--- src/rtl/dff_pkg.sv ---
// Shared constants and the width helper for the elastic register pipeline.
package dff_pkg;

    localparam int DEF_WIDTH = 8;
    localparam int DEF_DEPTH = 2;

    // Bits needed to hold an occupancy value in 0..depth.
    function automatic int cnt_w(input int depth);
        return (depth < 1) ? 1 : $clog2(depth + 1);
    endfunction

endpackage

--- src/rtl/dff_pipe_stage.sv ---
// One pipeline stage: data register with load enable plus its valid bit.
module dff_pipe_stage #(
    parameter int               WIDTH     = 8,
    parameter logic [WIDTH-1:0] RESET_VAL = '0
) (
    input  logic             clk,
    input  logic             rst,
    input  logic             flush,
    input  logic             load,
    input  logic             in_v,
    input  logic [WIDTH-1:0] in_d,
    output logic             v,
    output logic [WIDTH-1:0] data
);

    logic             v_d, v_q;
    logic [WIDTH-1:0] data_d, data_q;

    // Loading a bubble clears v but leaves the data register untouched.
    always_comb begin
        v_d    = v_q;
        data_d = data_q;
        if (flush) begin
            v_d    = 1'b0;
            data_d = RESET_VAL;
        end else if (load) begin
            v_d = in_v;
            if (in_v) begin
                data_d = in_d;
            end
        end
    end

    always_ff @(posedge clk) begin
        if (rst) begin
            v_q    <= 1'b0;
            data_q <= RESET_VAL;
        end else begin
            v_q    <= v_d;
            data_q <= data_d;
        end
    end

    assign v    = v_q;
    assign data = data_q;

endmodule

--- src/rtl/dff_pipe.sv ---
// Elastic DEPTH-stage register pipeline with valid/ready flow control,
// synchronous flush and a registered occupancy count.
module dff_pipe
    import dff_pkg::*;
#(
    parameter int               WIDTH     = DEF_WIDTH,
    parameter int               DEPTH     = DEF_DEPTH,
    parameter logic [WIDTH-1:0] RESET_VAL = '0
) (
    input  logic                      clk,
    input  logic                      rst,
    input  logic                      in_valid,
    output logic                      in_ready,
    input  logic [WIDTH-1:0]          in_data,
    output logic                      out_valid,
    input  logic                      out_ready,
    output logic [WIDTH-1:0]          out_data,
    input  logic                      flush,
    output logic [cnt_w(DEPTH)-1:0]   count
);

    localparam int CW = cnt_w(DEPTH);

    logic [DEPTH-1:0] v;
    logic [DEPTH-1:0] go;
    logic [DEPTH-1:0] ld_v;
    logic [WIDTH-1:0] data [DEPTH];
    logic [WIDTH-1:0] ld_d [DEPTH];

    logic          in_fire, out_fire;
    logic [CW-1:0] count_d, count_q;

    // Stage i may load unless it and every stage after it are full while
    // the output is stalled; this is the only out_ready -> in_ready path.
    always_comb begin : ready_chain
        logic tail_full;
        tail_full = 1'b1;
        go        = '0;
        for (int i = 0; i < DEPTH; i++) begin
            tail_full = 1'b1;
            for (int j = i; j < DEPTH; j++) begin
                tail_full = tail_full & v[j];
            end
            go[i] = out_ready | ~tail_full;
        end
    end

    always_comb begin
        ld_v[0] = in_valid;
        ld_d[0] = in_data;
        for (int i = 1; i < DEPTH; i++) begin
            ld_v[i] = v[i-1];
            ld_d[i] = data[i-1];
        end
    end

    for (genvar g = 0; g < DEPTH; g++) begin : g_stage
        dff_pipe_stage #(
            .WIDTH     (WIDTH),
            .RESET_VAL (RESET_VAL)
        ) u_stage (
            .clk   (clk),
            .rst   (rst),
            .flush (flush),
            .load  (go[g]),
            .in_v  (ld_v[g]),
            .in_d  (ld_d[g]),
            .v     (v[g]),
            .data  (data[g])
        );
    end

    assign in_fire  = in_valid & go[0];
    assign out_fire = v[DEPTH-1] & out_ready;

    // Count tracks accepted minus emitted beats, so it always equals popcount(v).
    always_comb begin
        count_d = count_q;
        if (flush) begin
            count_d = '0;
        end else begin
            count_d = count_q + CW'(in_fire) - CW'(out_fire);
        end
    end

    always_ff @(posedge clk) begin
        if (rst) begin
            count_q <= '0;
        end else begin
            count_q <= count_d;
        end
    end

    assign in_ready  = go[0];
    assign out_valid = v[DEPTH-1];
    assign out_data  = data[DEPTH-1];
    assign count     = count_q;

endmodule
--- config.mk ---
export PLATFORM = sky130hd
export DESIGN_NAME = dff_pipe
export DESIGN_NICKNAME = d
export VERILOG_FILES = /design/src/rtl/dff_pkg.sv /design/src/rtl/dff_pipe_stage.sv /design/src/rtl/dff_pipe.sv
export SDC_FILE = /design/constraint.sdc
export NUM_CORES = 1
export LEC_CHECK = 0
export BUFFER_PORTS_ARGS = -buffer_cell sky130_fd_sc_hd__buf_4
export CORE_MARGIN = 3
export CORE_UTILIZATION = 50
export CTS_CLUSTER_SIZE = 12
export DETAILED_ROUTE_END_ITERATION = 16
export GPL_ROUTABILITY_DRIVEN = 0
export HOLD_SLACK_MARGIN = 0.03
export PLACE_DENSITY = 0.87
export SLEW_MARGIN = 10
export SYNTH_ARGS = -nofsm -noshare
export SYNTH_HDL_FRONTEND = slang
export SYNTH_SLANG_ARGS = --single-unit
--- constraint.sdc ---
create_clock -name clk -period 2.4 [get_ports clk]
set_input_delay 0.24 -clock clk [delete_from_list [all_inputs] [get_ports clk]]
set_output_delay 0.24 -clock clk [all_outputs]
set_load 0.1 [all_outputs]
==> results.md <==
Route:
- After the first detailed-routing iteration, the DRC count stood at 8.
- The first TritonRoute pass finished after 3 iterations.
- The routed wire length is 1590 um.
- The average wire per cell in the routed design is 11.5 um.
- The detail route stage leaves a number of antenna-violating nets equal to 0.
- Summing over every cut layer, the via total after detailed routing is 717.
- The number of design rule violations left after detail routing is 0.
- In the routed layout, each cell is associated on average with a via count of 5.16.

CTS:
- The number of hold buffers added after CTS is 0.
- The clock tree from TritonCTS is yes.
- The sink count of the clock tree is 20.
- After clock tree synthesis, the setup repair step added 0 buffers.
- In this run, CTS created clock tree buffers numbering 3.
- The later pin in the worst-skew pair is clocked with a latency of roughly 0.29 ns.
- After clock tree synthesis, the clock-pin slew on the worst setup and hold paths is 0.10 ns.
- The clock root buffer is sky130_fd_sc_hd__clkbuf_4.
- Gates resized during post-CTS repair numbered 0.
- In this run the number of H-tree levels came out at 1.
- The maximum buffer depth of the clock tree is 2.

Power:
- The share of total power dissipated in the clock network is 0.271.
- In this run the power spent charging and discharging nets is 140 uW.
- The relative contribution of combinational cells to total power is 0.119.
- The share of total power dissipated in sequential elements is 0.610.
- The power density over cell area is 532 mW/mm^2.
- The design internal power is 423 uW.
- Across the VDD grid, the largest voltage drop is 0.327 mV.
- Of the total power, the share spent switching nets is 0.249.
- In this run the static leakage power is 0.425 nW.

Place:
- Timing analysis after detailed placement gives a worst setup slack of 0.376 ns.
- In this run the tool buffered the top-level ports with 24 buffer cells.
- After detailed placement, the total cell area comes to 0.00104 mm^2.
- The half-perimeter wire length after detailed placement is 1210 um.
- The number of placed instances, taps included, is 136.

GRT:
- The total routing usage reported by global routing is 0.144.
- The wire length of the first global-routing pass is 2680 um.
- The number of global-route vias before repair came to 657.
- Summed over all layers, the global routing overflow is 0.
- The pin count of the biggest net entering global routing is 21.
- The number of antenna violations at the first check in global routing came to 0.

STA:
- The transition time at the pin with the least slew margin is 0.436 ns.
- The clock period minus worst slack is approximately 2.0 ns.
- After routing, the total negative slack on setup checks comes to 0 ns.
- Setup violations remaining at the end of the flow were counted as 0.
- The achievable frequency is 495 MHz.
- The final critical-path share of the clock period is 0.842.
- The final number of max-transition violations is 0.
- Setup repair after global routing left no endpoint under its margin.
- In this run the tightest slew margin relative to its limit is 0.709.
- For the final database, setup skew stands at 0.00584 ns.
- The final setup slack of the worst path is around 0.38 ns.
- The final hold violation count was 0.

Layout:
- The total of fill cells in the finished design is 186.
- The total number of nets in the final design is 131.
- The proportion of layout cells with a drive suffix above 1 is 0.386.
- The area taken by flip-flops and latches is about 400 um^2.
- The number of standard cells in the layout, taps in and fillers out is 139.
- The antenna diode instance count is 0.
- The synthesis-to-layout area growth is 11.3%.
- The area used by multi-input combinational logic is about 400 um^2.
- After routing the design area is 0.00106 mm^2.

Yosys:
- The post-synth net total is between 100 and 150.
- The complex-gate fraction of the synthesized area is 0.207.
- The yosys synthesis warning count is 0.
- The XOR/XNOR share of the synthesized area is 0.0184.
- Dividing the synthesized area by the synthesized cell count gives 9.32 um^2.
- After synthesis, the netlist uses 23 different library cells.
- The share of synthesized cell area in and, or, nand and nor gates is 0.168.
- The dominant combinational cell family by area after synthesis is compound AO/OA/AOI/OAI gates.
- The share of cell area taken by muxes after synthesis is 0.
- The number of flip-flops and latches in the synthesized netlist is 20.
- After synthesis the cells add up to 951 um^2.
- In the synthesized netlist, the number of instances is 102.
- The portion of the post-synthesis area used by sequential elements is 0.421.
- Of the total synthesized cell area, the portion taken by full adders, half adders and majority gates is 0.0263.

Hold path:
- The worst min-delay path category is input port to flop.

Critical path:
- The signal on the critical path passes through and3b_1 -> inv_6 -> nand2_1 -> ha_1 -> inv_1 -> ha_1 -> xor2_1 -> xnor2_1 -> nor2_1.
- Counting both buffers and inverters, the worst setup path holds a total of 2.
- The setup path with the least slack is of type flop to flop.
- The data arrival time of the worst path is 2.20 ns.
- The top cell family by delay on the critical path is simple AND/OR/NAND/NOR gates.
- The critical path capture point type is a flop.
- The slowest stage of the critical path is the sky130_fd_sc_hd__dfxtp_1 cell.
- The library cell appearing most often on the critical path is sky130_fd_sc_hd__ha_1.
- At the worst endpoint, the required time is 2.58 ns.
- STA classifies the critical path startpoint as a flop.
- In this design, the stage delay of the slowest critical-path cell is 0.49 ns.
- Along the worst path, the maximum fanout reaches 11.

Status:
- The run finished with clean final reports.

Job:
- The max-cap violation count is 0.

Floorplan:
- The initial standard-cell utilization of the core is 0.539.
- The width of the die is 49.6 um.
- The floorplan step set the die height to 49.6 um.
- The total core area is 0.00176 mm^2.
- The count of standard-cell rows is 15.
- The count of boundary I/O pins is 25.
- The die covers 0.00246 mm^2.
[layout by cell type (no fill, tap or decap), drive strengths merged]
master,n
a21oi,18
and2,1
and3b,1
buf,24
clkbuf,3
dfxtp,20
ha,2
inv,5
nand2,1
nand2b,1
nand3,16
nor2,2
nor2b,1
o21ai,16
or2,1
xnor2,1
xor2,1
[sequential cells by signal (all words and copies together) (netlist names)]
signal                flops
count                     2
g_stage.u_stage.data     16
g_stage.u_stage.v         2
[routing by layer]
metal	global-route usage	up-vias	wire, um
met5	0	-	0
met4	0.0968	0	49
met3	0.0272	5	80
met2	0.216	19	716
met1	0.185	324	746
li1	-	369	-
[worst reg2reg max path, delay by kind of cell, from the launching register on]
kind	cells	cell delay (ns)
xor gates and xnor gates	2	0.30
adders and majority gates	2	0.37
buffers and inverters	2	0.16
DFF	1	0.49
and+or+nand+nor	3	0.58
[power groups by stage]
stage	Clock (mW)	Combinational (mW)	Sequential, mW
2_1_floorplan	0	0.0368	0.361
3_3_place_gp	0	0.0660	0.351
3_5_place_dp	0	0.0674	0.352
4_1_cts	0.159	0.0676	0.344
5_1_grt	0.177	0.0736	0.345
6_report	0.153	0.0670	0.344
[cells by family (layout without fill, tap and decap cells)]
family	count (synthesis)	after routing
XOR/XNOR	2	2
AO/OA/AOI/OAI	34	34
adder cells (fa/ha/maj)	2	2
flip-flops	20	20
buffers and inverters	20	32
AND/OR/NAND/NOR	24	24
[synth_stat cells, drive strengths merged]
master | count | area share
a21oi | 18 | 0.12
inv | 5 | 0.025
buf | 11 | 0.11
and3b | 1 | 0.0092
xnor2 | 1 | 0.0092
nand2b | 1 | 0.0066
or2 | 1 | 0.0066
ha | 2 | 0.026
nand2 | 1 | 0.0039
nor2 | 2 | 0.0079
nor2b | 1 | 0.0066
o21ai | 16 | 0.084
xor2 | 1 | 0.0092
dfxtp | 20 | 0.42
clkbuf | 4 | 0.026
and2 | 1 | 0.0066
nand3 | 16 | 0.12
[final cells by class]
cell class,count,share of cell area
repair buffers,24,0.170
inverters,5,0.0225
flip-flops and latches,20,0.379
well taps,25,0.0296
clock buffers,3,0.0213
multi-input cells,62,0.377
[stage by stage]
step | total power, mW | util | hold WS [ns]
after floorplan | 0.398 | - | 0.371
after global placement | 0.417 | 0.587 | 0.461
after detailed placement | 0.419 | 0.587 | 0.469
after CTS | 0.570 | 0.600 | 0.176
after global routing | 0.596 | 0.600 | 0.166
final | 0.564 | 0.600 | 0.187
[final timing paths]
check / from / end / slack [ns] / cells past startpoint
worst max-delay path: g_stage[0].u_stage.v / count[1] / 0.38 / 9
worst min-delay path: in_data[3] / g_stage[0].u_stage.data[3] / 0.19 / 3
worst max register to register: g_stage[0].u_stage.v / count[1] / 0.38 / 9
worst min register to register: g_stage[1].u_stage.data[4] / g_stage[1].u_stage.data[4] / 0.48 / 2
Note: power is estimated with default switching activity, not from simulation.
